`src/rtl/hpdmc_datactl_if.sv`:
```
// Command-side bundle between the command FSM and the data-timing controller.
// The FSM drives the strobes and timings; the controller returns the safe flags and data-path controls.
interface hpdmc_datactl_if;
   logic       read;
   logic       write;
   logic [3:0] concerned_bank;
   logic       tim_cas;
   logic [1:0] tim_wr;
   logic       read_safe;
   logic       write_safe;
   logic [3:0] precharge_safe;
   logic       direction;
   logic       direction_r;
   logic       data_capture;

   modport master (
      output read, write, concerned_bank, tim_cas, tim_wr,
      input  read_safe, write_safe, precharge_safe, direction, direction_r, data_capture
   );

   modport slave (
      input  read, write, concerned_bank, tim_cas, tim_wr,
      output read_safe, write_safe, precharge_safe, direction, direction_r, data_capture
   );
endinterface

```
`src/rtl/hpdmc_datactl.sv`:
```
// DDR timing-safety counters and DQ direction / read-capture sequencing.
// Every output comes straight from a register, so nothing responds in the same cycle as a command.
module hpdmc_datactl (
   input  logic           sys_clk,
   input  logic           sdram_rst,
   hpdmc_datactl_if.slave ctl
);

   logic [2:0] read_cnt_q, read_cnt_d;
   logic [2:0] write_cnt_q, write_cnt_d;
   logic [2:0] pre_cnt_q [4];
   logic [2:0] pre_cnt_d [4];
   logic [4:0] cap_q, cap_d;
   logic [1:0] dir_q, dir_d;
   logic       dir_r_q;

   logic       rd_ev;
   logic       wr_ev;
   logic       any_ev;
   logic [2:0] cl_load;
   logic [2:0] wr_load;

   // Decrement toward zero, but an event may only extend the pending restriction.
   function automatic logic [2:0] reload(input logic [2:0] cnt, input logic [2:0] ld,
                                         input logic en);
      logic [2:0] dec;
      dec = (cnt == 3'd0) ? 3'd0 : cnt - 3'd1;
      return (en && (ld > dec)) ? ld : dec;
   endfunction

   always_comb begin
      // A simultaneous read and write is treated as a write only.
      rd_ev   = ctl.read & ~ctl.write;
      wr_ev   = ctl.write;
      any_ev  = rd_ev | wr_ev;
      cl_load = ctl.tim_cas ? 3'd5 : 3'd4;
      wr_load = 3'd2 + {1'b0, ctl.tim_wr};

      read_cnt_d  = reload(read_cnt_q, wr_ev ? wr_load : 3'd1, any_ev);
      write_cnt_d = reload(write_cnt_q, wr_ev ? 3'd1 : cl_load, any_ev);
      for (int b = 0; b < 4; b++) begin
         pre_cnt_d[b] = reload(pre_cnt_q[b], wr_ev ? wr_load : 3'd1,
                               any_ev & ctl.concerned_bank[b]);
      end

      // Bit k of the capture line is data_capture k+1 cycles after the read.
      cap_d = {1'b0, cap_q[4:1]};
      if (rd_ev) cap_d = cap_d | (ctl.tim_cas ? 5'b11000 : 5'b01100);

      dir_d = {1'b0, dir_q[1]};
      if (wr_ev) dir_d = 2'b11;
   end

   always_ff @(posedge sys_clk) begin
      if (sdram_rst) begin
         read_cnt_q  <= 3'd0;
         write_cnt_q <= 3'd0;
         for (int b = 0; b < 4; b++) pre_cnt_q[b] <= 3'd0;
         cap_q       <= 5'd0;
         dir_q       <= 2'd0;
         dir_r_q     <= 1'b0;
      end else begin
         read_cnt_q  <= read_cnt_d;
         write_cnt_q <= write_cnt_d;
         for (int b = 0; b < 4; b++) pre_cnt_q[b] <= pre_cnt_d[b];
         cap_q       <= cap_d;
         dir_q       <= dir_d;
         dir_r_q     <= dir_q[0];
      end
   end

   assign ctl.read_safe    = (read_cnt_q == 3'd0);
   assign ctl.write_safe   = (write_cnt_q == 3'd0);
   assign ctl.direction    = dir_q[0];
   assign ctl.direction_r  = dir_r_q;
   assign ctl.data_capture = cap_q[0];

   for (genvar g = 0; g < 4; g++) begin : g_pre_safe
      assign ctl.precharge_safe[g] = (pre_cnt_q[g] == 3'd0);
   end

endmodule
```
`src/flat_wrapper.sv`:
```
// flat-port wrapper written by rule: the top's interface ports become plain ports
module hpdmc_datactl_flat 
  (sys_clk, sdram_rst, ctl_read, ctl_write, ctl_concerned_bank, ctl_tim_cas, ctl_tim_wr, ctl_read_safe, ctl_write_safe, ctl_precharge_safe, ctl_direction, ctl_direction_r, ctl_data_capture);
  hpdmc_datactl_if ctl_i ();
  input  logic sys_clk;
  input  logic sdram_rst;
  input wire logic [$bits(ctl_i.read)-1:0] ctl_read;
  input wire logic [$bits(ctl_i.write)-1:0] ctl_write;
  input wire logic [$bits(ctl_i.concerned_bank)-1:0] ctl_concerned_bank;
  input wire logic [$bits(ctl_i.tim_cas)-1:0] ctl_tim_cas;
  input wire logic [$bits(ctl_i.tim_wr)-1:0] ctl_tim_wr;
  output wire logic [$bits(ctl_i.read_safe)-1:0] ctl_read_safe;
  output wire logic [$bits(ctl_i.write_safe)-1:0] ctl_write_safe;
  output wire logic [$bits(ctl_i.precharge_safe)-1:0] ctl_precharge_safe;
  output wire logic [$bits(ctl_i.direction)-1:0] ctl_direction;
  output wire logic [$bits(ctl_i.direction_r)-1:0] ctl_direction_r;
  output wire logic [$bits(ctl_i.data_capture)-1:0] ctl_data_capture;
  assign ctl_i.read = ctl_read;
  assign ctl_i.write = ctl_write;
  assign ctl_i.concerned_bank = ctl_concerned_bank;
  assign ctl_i.tim_cas = ctl_tim_cas;
  assign ctl_i.tim_wr = ctl_tim_wr;
  assign ctl_read_safe = ctl_i.read_safe;
  assign ctl_write_safe = ctl_i.write_safe;
  assign ctl_precharge_safe = ctl_i.precharge_safe;
  assign ctl_direction = ctl_i.direction;
  assign ctl_direction_r = ctl_i.direction_r;
  assign ctl_data_capture = ctl_i.data_capture;
  hpdmc_datactl u_core (.sys_clk(sys_clk), .sdram_rst(sdram_rst), .ctl(ctl_i));
endmodule
```
`config.mk`:
```
export PLATFORM = sky130hd
export DESIGN_NAME = hpdmc_datactl_flat
export DESIGN_NICKNAME = d
export VERILOG_FILES = /design/src/rtl/hpdmc_datactl_if.sv /design/src/rtl/hpdmc_datactl.sv /design/src/flat_wrapper.sv
export SDC_FILE = /design/constraint.sdc
export NUM_CORES = 1
export LEC_CHECK = 0
export BUFFER_PORTS_ARGS = -buffer_cell sky130_fd_sc_hd__buf_2
export CAP_MARGIN = 10
export CORE_ASPECT_RATIO = 1.4
export CORE_UTILIZATION = 57
export DETAILED_ROUTE_END_ITERATION = 6
export HOLD_SLACK_MARGIN = 0.1
export PLACE_DENSITY = 0.79
export SKIP_CTS_REPAIR_TIMING = 1
export SYNTH_ARGS = -nofsm -noshare
export SYNTH_HDL_FRONTEND = slang
export SYNTH_SLANG_ARGS = --single-unit
```
`constraint.sdc`:
```
create_clock -name sys_clk -period 2.02 [get_ports sys_clk]
set_input_delay 0 -clock sys_clk [delete_from_list [all_inputs] [get_ports sys_clk]]
set_output_delay 0 -clock sys_clk [all_outputs]
set_load 0.03 [all_outputs]
```
==> results.py, run 1 <==
metrics = {
    "outcome": {
        "status": "complete, no violations",
    },
    "worst_setup_path": {
        "worstSetupPathType": "reg2reg",
        "rr_worst_depth": 7,
        "path_depth": 7,
        "crit_buf_inv": 0,
        "path_max_fanout": 4,
        "cp-start-kind": "flop",
        "reg2reg_from": "u_core.pre_cnt_q[0][11]",
        "crit_slowest_cell": "dfxtp_1",
        "required_ns": 2.25,
        "endpoint_kind": "flop",
        "max_stage_delay_ns": 0.36,
        "critPathArrivalTime_ns": 2.17,
        "crit_family": "compound AO/OA/AOI/OAI gates",
        "critPathLaunch": "u_core.pre_cnt_q[0][11]",
        "cp_cell_sequence": "nor3b_2 -> a21oi_1 -> ha_1 -> nor2b_1 -> o21a_1 -> o2111ai_2 -> mux2_2",
    },
    "power_and_ir_drop": {
        "power_mw": 1.245,
        "vdd_drop_max_mv": 0.4940,
        "p_leak_nw": 0.8377,
        "power_density_mw_per_mm2": 667.0,
    },
    "route": {
        "dr.pass1.iters": 4,
        "drt_iter0_drc": 42,
        "viasPerCell": 5.622,
        "wire_per_inst_microns": 13.89,
        "ant_nets": 0,
        "vias": 1338,
        "drc": 0,
        "drt-total-wl_microns": 3307,
    },
    "yosys": {
        "synth_largest_area_cell": "dfxtp_1",
        "synth-edff-count": 0,
        "mappedNetlistArea_sq_mm": 0.001545,
        "async_flop_share": 0,
        "ys_seq_elements": 26,
        "ys_warn_count": 0,
        "ys.flop_type": "dfxtp_1",
        "seq_area_frac_synth": 0.3368,
        "synth_area_leaders": "dfxtp_1, ha_1, mux2i_1",
        "netlist_instances": 168,
        "synth.top_cell.area_share": 0.3368,
        "ys_types": 30,
        "synth_fp_nets": 198,
        "syn_area_per_cell_sq_um": 9.198,
    },
    "timing": {
        "layout_setup_ws_ns": 0.07798,
        "fmax_ghz": 0.5149,
        "fin_worst_skew_ns": 0.002187,
        "final-setup-viol-count": 0,
        "worst_slew_pin_slew_ns": 0.4898,
        "post-route-min-period_ns": 1.942,
        "relSlewSlack": 0.6734,
        "finalCritPeriodShare": 0.9614,
        "slew_violations": 0,
        "hold_viol": 0,
    },
    "layout": {
        "layout.nets": 233,
        "final_cell_area_sq_mm": 0.001867,
        "drive_gt1_frac": 0.2723,
        "fin_cells": 238,
        "diodes": 0,
        "final_common_cell": "nor2_1",
        "syn2layout_area_growth_pct": 20.81,
        "final_cell_mix": "nor2_1, dfxtp_1, ha_1, buf_2, mux2i_1",
        "fill_cells": 223,
        "postLayoutCoreUtil": 0.7215,
    },
    "worst_hold_path": {
        "min_from": "ctl_write",
        "min_path_type": "in2reg",
        "hold_path_depth": 4,
    },
    "clock_network": {
        "path_clk_slew_ns": 0.14,
        "cts_buffers": 3,
        "cts_root_buf": "clkbuf_4",
        "cts_sinks": 26,
        "cts_tree": "done",
        "cts_buffer_depth": 2,
        "cts.htree.levels": 1,
        "clk_latency_ns": 0.32,
    },
    "placement": {
        "dp.final_hpwl_microns": 2415,
        "pre_cts_slack_ns": 0.1087,
        "dp_cells": 226,
        "portBuffers": 19,
        "place_area_sq_mm": 0.001715,
        "routabilityCongestion": 0.7850,
    },
    "grt": {
        "grt_usage": 0.2410,
        "grt_pass1_vias": 1325,
        "grt.overflow.total": 0,
        "antenna_found_initial": 0,
        "grt_pass1_wl_microns": 5340,
        "grt_max_degree": 30,
    },
    "floorplan": {
        "num_rows": 22,
        "die_area_sq_mm": 0.002926,
        "start_util": 0.5972,
        "io_pins": 20,
        "die_x_microns": 46.01,
        "die_h_microns": 63.61,
        "fp.coreArea_sq_mm": 0.002587,
    },
    "run": {
        "cap_violations": 0,
    },
}
[worst paths after layout]
| kind | end | slack, ns |
|---|---|---|
| max | u_core.pre_cnt_q[0][11] | 0.08 |
| min | u_core.write_cnt_q[0] | 0.1 |
| max reg2reg | u_core.pre_cnt_q[0][11] | 0.08 |
| min reg2reg | u_core.dir_q[0] | 0.47 |
[registers in the layout, indices dropped and copies added, names as in the netlist]
| signal | cells |
|---|---|
| u_core.write_cnt_q | 3 |
| u_core.cap_q | 5 |
| u_core.pre_cnt_q | 12 |
| u_core.ctl.direction_r | 1 |
| u_core.dir_q | 2 |
| u_core.read_cnt_q | 3 |
[cell families (layout without fill, tap and decap cells)]
family,Yosys count,in the layout,share of synthesized area
adders and majority gates,19,19,0.1538
muxes,15,15,0.1012
and+or+nand+nor,70,70,0.2453
AOI/OAI and AO/OA,27,27,0.1312
DFF,26,26,0.3368
buffers and inverters,11,45,0.03158
[stage by stage]
stage	setup TNS, ns	hold WS [ns]
finish	0	0.09707
floorplan	0	0.07651
global placement	0	0.2605
detailed placement	0	0.2681
CTS	0	-0.09684
global route	-0.007811	0.1119
[worst reg2reg max path: cells and delay by family, from the launching register on]
kind	cells	cell delay (ns)
DFF	1	0.36
and+or+nand+nor	2	0.30
AOI/OAI and AO/OA	3	0.56
muxes	1	0.36
adders and majority gates	1	0.28
[final cells by class]
class | instances | area, sq um | share of cell area
Multi-Input combinational cell | 131 | 991.0 | 0.5308
Sequential cell | 26 | 524.3 | 0.2808
Timing Repair Buffer | 34 | 227.7 | 0.1220
Tap cell | 36 | 45.04 | 0.02413
Clock inverter | 1 | 30.03 | 0.01609
Inverter | 7 | 26.28 | 0.01408
Clock buffer | 3 | 22.52 | 0.01206
[cell usage after synthesis, types with 4 or more instances]
master	number
a21oi_1	6
nor2b_1	9
nand3_1	6
nor2_1	25
or3_1	6
or2_2	7
nor3_1	5
o21a_1	4
ha_1	19
mux2_2	5
nor3b_1	5
inv_1	7
mux2i_1	10
dfxtp_1	26
o21ai_0	6
[power breakdown]
part | leakage, nW | switching (mW) | internal (mW)
sequential | 0.214 | 0.0277 | 0.543
combinational | 0.596 | 0.178 | 0.143
clock | 0.0279 | 0.152 | 0.201
[routing by layer]
layer | GRT usage | vias to the layer above | share of wire | routed length (microns)
met5 | 0 | - | 0 | 0
met4 | 0.06985 | 0 | 0.0073 | 24
met3 | 0.02579 | 2 | 0.021 | 70
met2 | 0.4613 | 19 | 0.57 | 1891
met1 | 0.2540 | 645 | 0.40 | 1320
li1 | - | 672 | - | -
(Power assumes the default switching activity.)
==> run 2, diff against run 1 <==
PLACE_DENSITY = 0.77   (was 0.79)
SLEW_MARGIN = 20   (was default)
==> results.py, run 2 (same netlist as run 1, synthesis figures left out) <==
metrics = {
    "layout": {
        "largest_register_ffs": 12,
        "layout.nets": 233,
        "multi_input_area_sq_um": 980.9,
        "final_cell_mix": "nor2_1, dfxtp_1, ha_1, buf_2, mux2i_1",
        "fill_cells": 223,
        "reg.largest.list": "u_core.pre_cnt_q x12, u_core.cap_q x5",
        "seq_area_sq_um": 521.8,
        "syn2layout_area_growth_pct": 20.00,
        "drive_gt1_frac": 0.2525,
        "diodes": 0,
        "largest-register": "u_core.pre_cnt_q",
    },
    "placement": {
        "routabilityCongestion": 0.7546,
        "portBuffers": 19,
        "dp.final_hpwl_microns": 2442,
    },
    "clock_network": {
        "cts_buffers": 3,
        "cts_root_buf": "clkbuf_4",
        "cts_tree": "done",
        "clk_latency_ns": 0.33,
        "path_clk_slew_ns": 0.14,
        "cts_buffer_depth": 2,
        "cts_sinks": 26,
        "cts.htree.levels": 1,
    },
    "outcome": {
        "status": "finished with violations",
        "failed_checks": "design-rule violations",
    },
    "floorplan": {
        "num_rows": 22,
        "die_h_microns": 63.61,
        "die_x_microns": 46.01,
        "die_area_sq_mm": 0.002926,
        "io_pins": 20,
        "fp.coreArea_sq_mm": 0.002587,
        "start_util": 0.5972,
    },
    "timing": {
        "rsz0062_at_grt": "no",
        "finalCritPeriodShare": 0.9612,
        "final-setup-viol-count": 0,
        "post-route-min-period_ns": 1.942,
        "hold_ws_ns": 0.08962,
        "hold_viol": 0,
        "tns_ns": 0,
        "fmax_ghz": 0.5151,
        "relSlewSlack": 0.6790,
        "slew_violations": 0,
        "worst_slew_pin_slew_ns": 0.4815,
        "fin_worst_skew_ns": 0.005488,
    },
    "route": {
        "viasPerCell": 5.634,
        "vias": 1341,
        "drt_iter0_drc": 33,
        "ant_nets": 0,
        "wire_per_inst_microns": 14.02,
        "drc": 1,
        "drt-total-wl_microns": 3336,
        "dr.pass1.iters": 6,
    },
    "grt": {
        "grt_usage": 0.2436,
        "grt_pass1_vias": 1255,
        "grt.overflow.total": 0,
        "antenna_found_initial": 0,
        "grt_pass1_wl_microns": 5181,
        "grt_max_degree": 30,
    },
    "worst_setup_path": {
        "endpoint_kind": "flop",
        "critPathArrivalTime_ns": 2.18,
        "crit_slowest_cell": "dfxtp_1",
        "path_max_fanout": 4,
        "crit_family": "compound AO/OA/AOI/OAI gates",
        "max_stage_delay_ns": 0.36,
        "worstSetupPathType": "reg2reg",
        "cp-start-kind": "flop",
        "cp_cell_sequence": "nor3b_2 -> a21oi_1 -> ha_1 -> nor2b_1 -> o21a_1 -> o2111ai_2 -> mux2_2",
        "crit_buf_inv": 0,
        "required_ns": 2.26,
    },
    "worst_hold_path": {
        "min_path_type": "in2reg",
    },
    "power_and_ir_drop": {
        "p_leak_nw": 0.8287,
        "vdd_drop_max_mv": 0.5671,
        "power_density_mw_per_mm2": 675.1,
    },
    "run": {
        "cap_violations": 0,
    },
}
[run 2: power by group]
group	total (mW)	switching [mW]	internal [mW]
Combinational	0.321	0.179	0.143
Sequential	0.570	0.0269	0.543
Clock	0.360	0.160	0.201
[run 2: worst paths after layout]
path	slack [ns]	end	cells after the start	start
setup / recovery	0.08	u_core.pre_cnt_q[0][5]	7	u_core.pre_cnt_q[0][5]
hold / removal	0.09	u_core.write_cnt_q[0]	4	ctl_write
setup reg to reg	0.08	u_core.pre_cnt_q[0][5]	7	u_core.pre_cnt_q[0][5]
hold reg to reg	0.46	u_core.dir_q[0]	2	u_core.dir_q[1]
[run 2: layout make-up]
cell class / count / area share
repair buffers: 34 / 0.1228
clock buffers: 3 / 0.01215
inverters: 7 / 0.01417
well taps: 36 / 0.02429
multi-input cells: 131 / 0.5290
clock inverters: 1 / 0.01619
flip-flops and latches: 26 / 0.2814
[run 2: tightest hold or removal path, cell delays in order]
cell	delay, ns
buf_2	0.13
nor2_1	0.07
nand4_1	0.06
nor3b_2	0.13
[run 2: routing by layer]
| metal | part of all wire | global-route usage | vias up |
|---|---|---|---|
| met5 | 0 | 0 | - |
| met1 | 0.39 | 0.2464 | 637 |
| met3 | 0.028 | 0.04298 | 9 |
| met2 | 0.57 | 0.4542 | 24 |
| li1 | - | - | 671 |
| met4 | 0.022 | 0.09559 | 0 |
[run 2: stage by stage]
step / cells / setup WS (ns) / utilization / power (mW) / instance area, sq um
2_1_floorplan: 168 / 0.1756 / - / 0.8005 / 1545
3_3_place_gp: 225 / 0.1858 / 0.6601 / 0.8692 / 1708
3_5_place_dp: 225 / 0.07555 / 0.6601 / 0.8871 / 1708
4_1_cts: 229 / 0.05180 / 0.6804 / 1.244 / 1760
5_1_grt: 238 / 0.0001243 / 0.7166 / 1.310 / 1854
6_report: 238 / 0.07847 / 0.7166 / 1.252 / 1854
==> run 3, diff against run 2 <==
CELL_PAD_IN_SITES_DETAIL_PLACEMENT = 0   (was default)
CELL_PAD_IN_SITES_GLOBAL_PLACEMENT = 1   (was default)
CORE_UTILIZATION = 43   (was 57)
PLACE_DENSITY = 0.76   (was 0.77)
REMOVE_ABC_BUFFERS = 1   (was default)
SLEW_MARGIN = 10   (was 20)
==> results.py, run 3 (same netlist as run 1, synthesis figures left out) <==
metrics = {
    "outcome": {
        "status": "complete, no violations",
    },
    "clock_network": {
        "cts_sinks": 26,
        "cts_root_buf": "clkbuf_8",
        "clk_latency_ns": 0.27,
        "cts_buffer_depth": 2,
        "path_clk_slew_ns": 0.09,
        "cts_buffers": 3,
        "cts.htree.levels": 1,
        "cts_tree": "done",
    },
    "layout": {
        "largest_register_ffs": 12,
        "reg.largest.list": "u_core.pre_cnt_q x12, u_core.cap_q x5",
        "drive_gt1_frac": 0.2879,
        "layout.nets": 229,
        "fin_cells": 238,
        "largest-register": "u_core.pre_cnt_q",
        "syn2layout_area_growth_pct": 19.84,
        "final_cell_mix": "nor2_1, dfxtp_1, ha_1, buf_2, mux2i_1",
        "diodes": 0,
        "final_common_cell": "nor2_1",
    },
    "timing": {
        "rsz0062_at_grt": "no",
        "hold_viol": 0,
        "hold_ws_ns": 0.08177,
        "worst_slew_pin_slew_ns": 0.4796,
        "fmax_ghz": 0.5229,
        "post-route-min-period_ns": 1.913,
        "finalCritPeriodShare": 0.9468,
        "slew_violations": 0,
        "tns_ns": 0,
        "fin_worst_skew_ns": 0.003692,
        "relSlewSlack": 0.6803,
        "final-setup-viol-count": 0,
    },
    "worst_setup_path": {
        "required_ns": 2.19,
        "r2r_slack_ns": 0.11,
        "endpoint_kind": "flop",
        "cp-start-kind": "flop",
        "path_max_fanout": 4,
        "reg2reg_from": "u_core.pre_cnt_q[0][8]",
        "critPathArrivalTime_ns": 2.08,
        "worstSetupPathType": "reg2reg",
        "reg2reg_to": "u_core.pre_cnt_q[0][8]",
        "rr_worst_depth": 7,
    },
    "route": {
        "drt_iter0_drc": 16,
        "drc": 0,
        "viasPerCell": 5.357,
        "ant_nets": 0,
        "drt-total-wl_microns": 3207,
        "wire_per_inst_microns": 13.47,
        "dr.pass1.iters": 4,
        "vias": 1275,
    },
    "power_and_ir_drop": {
        "p_leak_nw": 0.8259,
        "p_comb_frac": 0.237,
        "p_clk_frac": 0.330,
        "switching_share": 0.2820,
        "power_density_mw_per_mm2": 711.6,
        "seq_power_share": 0.433,
        "net-switching-power_uw": 371.6,
        "vdd_drop_max_mv": 0.5207,
        "p_int_uw": 946.1,
    },
    "grt": {
        "antenna_found_initial": 0,
        "grt_max_degree": 30,
        "grt_usage": 0.1845,
        "grt_pass1_vias": 1278,
        "grt.overflow.total": 0,
        "grt_pass1_wl_microns": 5202,
    },
    "placement": {
        "routabilityCongestion": 0.7485,
        "dp_cells": 230,
        "portBuffers": 19,
        "dp.final_hpwl_microns": 2490,
    },
    "worst_hold_path": {
        "hold_path_depth": 3,
        "min_from": "ctl_concerned_bank[2]",
        "holdPathEnd": "u_core.pre_cnt_q[0][8]",
        "min_path_type": "in2reg",
    },
    "run": {
        "cap_violations": 0,
    },
    "floorplan": {
        "num_rows": 25,
        "start_util": 0.4532,
        "die_area_sq_mm": 0.003841,
        "fp.coreArea_sq_mm": 0.003410,
        "die_x_microns": 52.67,
        "io_pins": 20,
        "die_h_microns": 72.93,
    },
}
==> run 3: changes by cell type in the layout (fill, tap and decap cells not counted) <==
cell           delta
a21oi_1           -1
nor3b_1           -1
dfxtp_1           -4
clkbuf_8          +3
clkbuf_4          -3
dlygate4sd3_1     -4
a21oi_2           +1
dfxtp_2           +4
nor3b_2           +1
==> run 3: worst max-delay path, stage by stage (launching register included) <==
cell and delay (ns):
dfxtp_1 0.34, nor3b_2 0.15, a21oi_1 0.18, ha_1 0.28, nor2b_1 0.14, o21a_1 0.17
o2111ai_2 0.20, mux2_2 0.36
==> run 3: power by group through the flow <==
stage	combinational [mW]	clock, mW	sequential [mW]
2_1_floorplan	0.212	0	0.580
3_3_place_gp	0.300	0	0.578
3_5_place_dp	0.310	0	0.580
4_1_cts	0.311	0.442	0.568
5_1_grt	0.349	0.463	0.575
6_report	0.313	0.434	0.571
==> run 3: area by class of cell <==
class	count	area (sq um)
clock buffer	3	41.29
clock inverter	1	30.03
fill	314	1558
inverter	7	26.28
multi-input combinational	131	989.7
sequential	26	526.8
tap	40	50.05
timing repair buffer	30	187.7
==> run 3: worst max-delay path by stage <==
stage,startpoint,end,slack [ns],depth (start not counted)
2_1_floorplan,u_core.pre_cnt_q[0][9],u_core.pre_cnt_q[0][11],0.18,7
3_3_place_gp,u_core.pre_cnt_q[0][6],u_core.pre_cnt_q[0][8],0.16,7
3_5_place_dp,u_core.pre_cnt_q[0][5],u_core.pre_cnt_q[0][5],0.11,7
4_1_cts,u_core.pre_cnt_q[0][5],u_core.pre_cnt_q[0][5],0.1,7
5_1_grt,u_core.pre_cnt_q[0][10],u_core.pre_cnt_q[0][11],0.005,7
6_report,u_core.pre_cnt_q[0][8],u_core.pre_cnt_q[0][8],0.11,7
==> run 3: per-layer routing <==
metal	vias to the layer above	track usage	share of wire
met5	-	0	0
met3	6	0.02500	0.021
met1	594	0.1794	0.41
met4	0	0.07018	0.018
li1	659	-	-
met2	16	0.3699	0.55
==> run 3: metrics by stage <==
step           power, mW  utilization  setup WS (ns)  instance area, sq um
6_report           1.318       0.5431         0.1074                  1852
3_3_place_gp      0.8775       0.5046         0.1610                  1720
4_1_cts            1.322       0.5255        0.09895                  1792
2_1_floorplan     0.7920            -         0.1756                  1523
3_5_place_dp      0.8902       0.5046         0.1097                  1720
5_1_grt            1.388       0.5431       0.005266                  1852
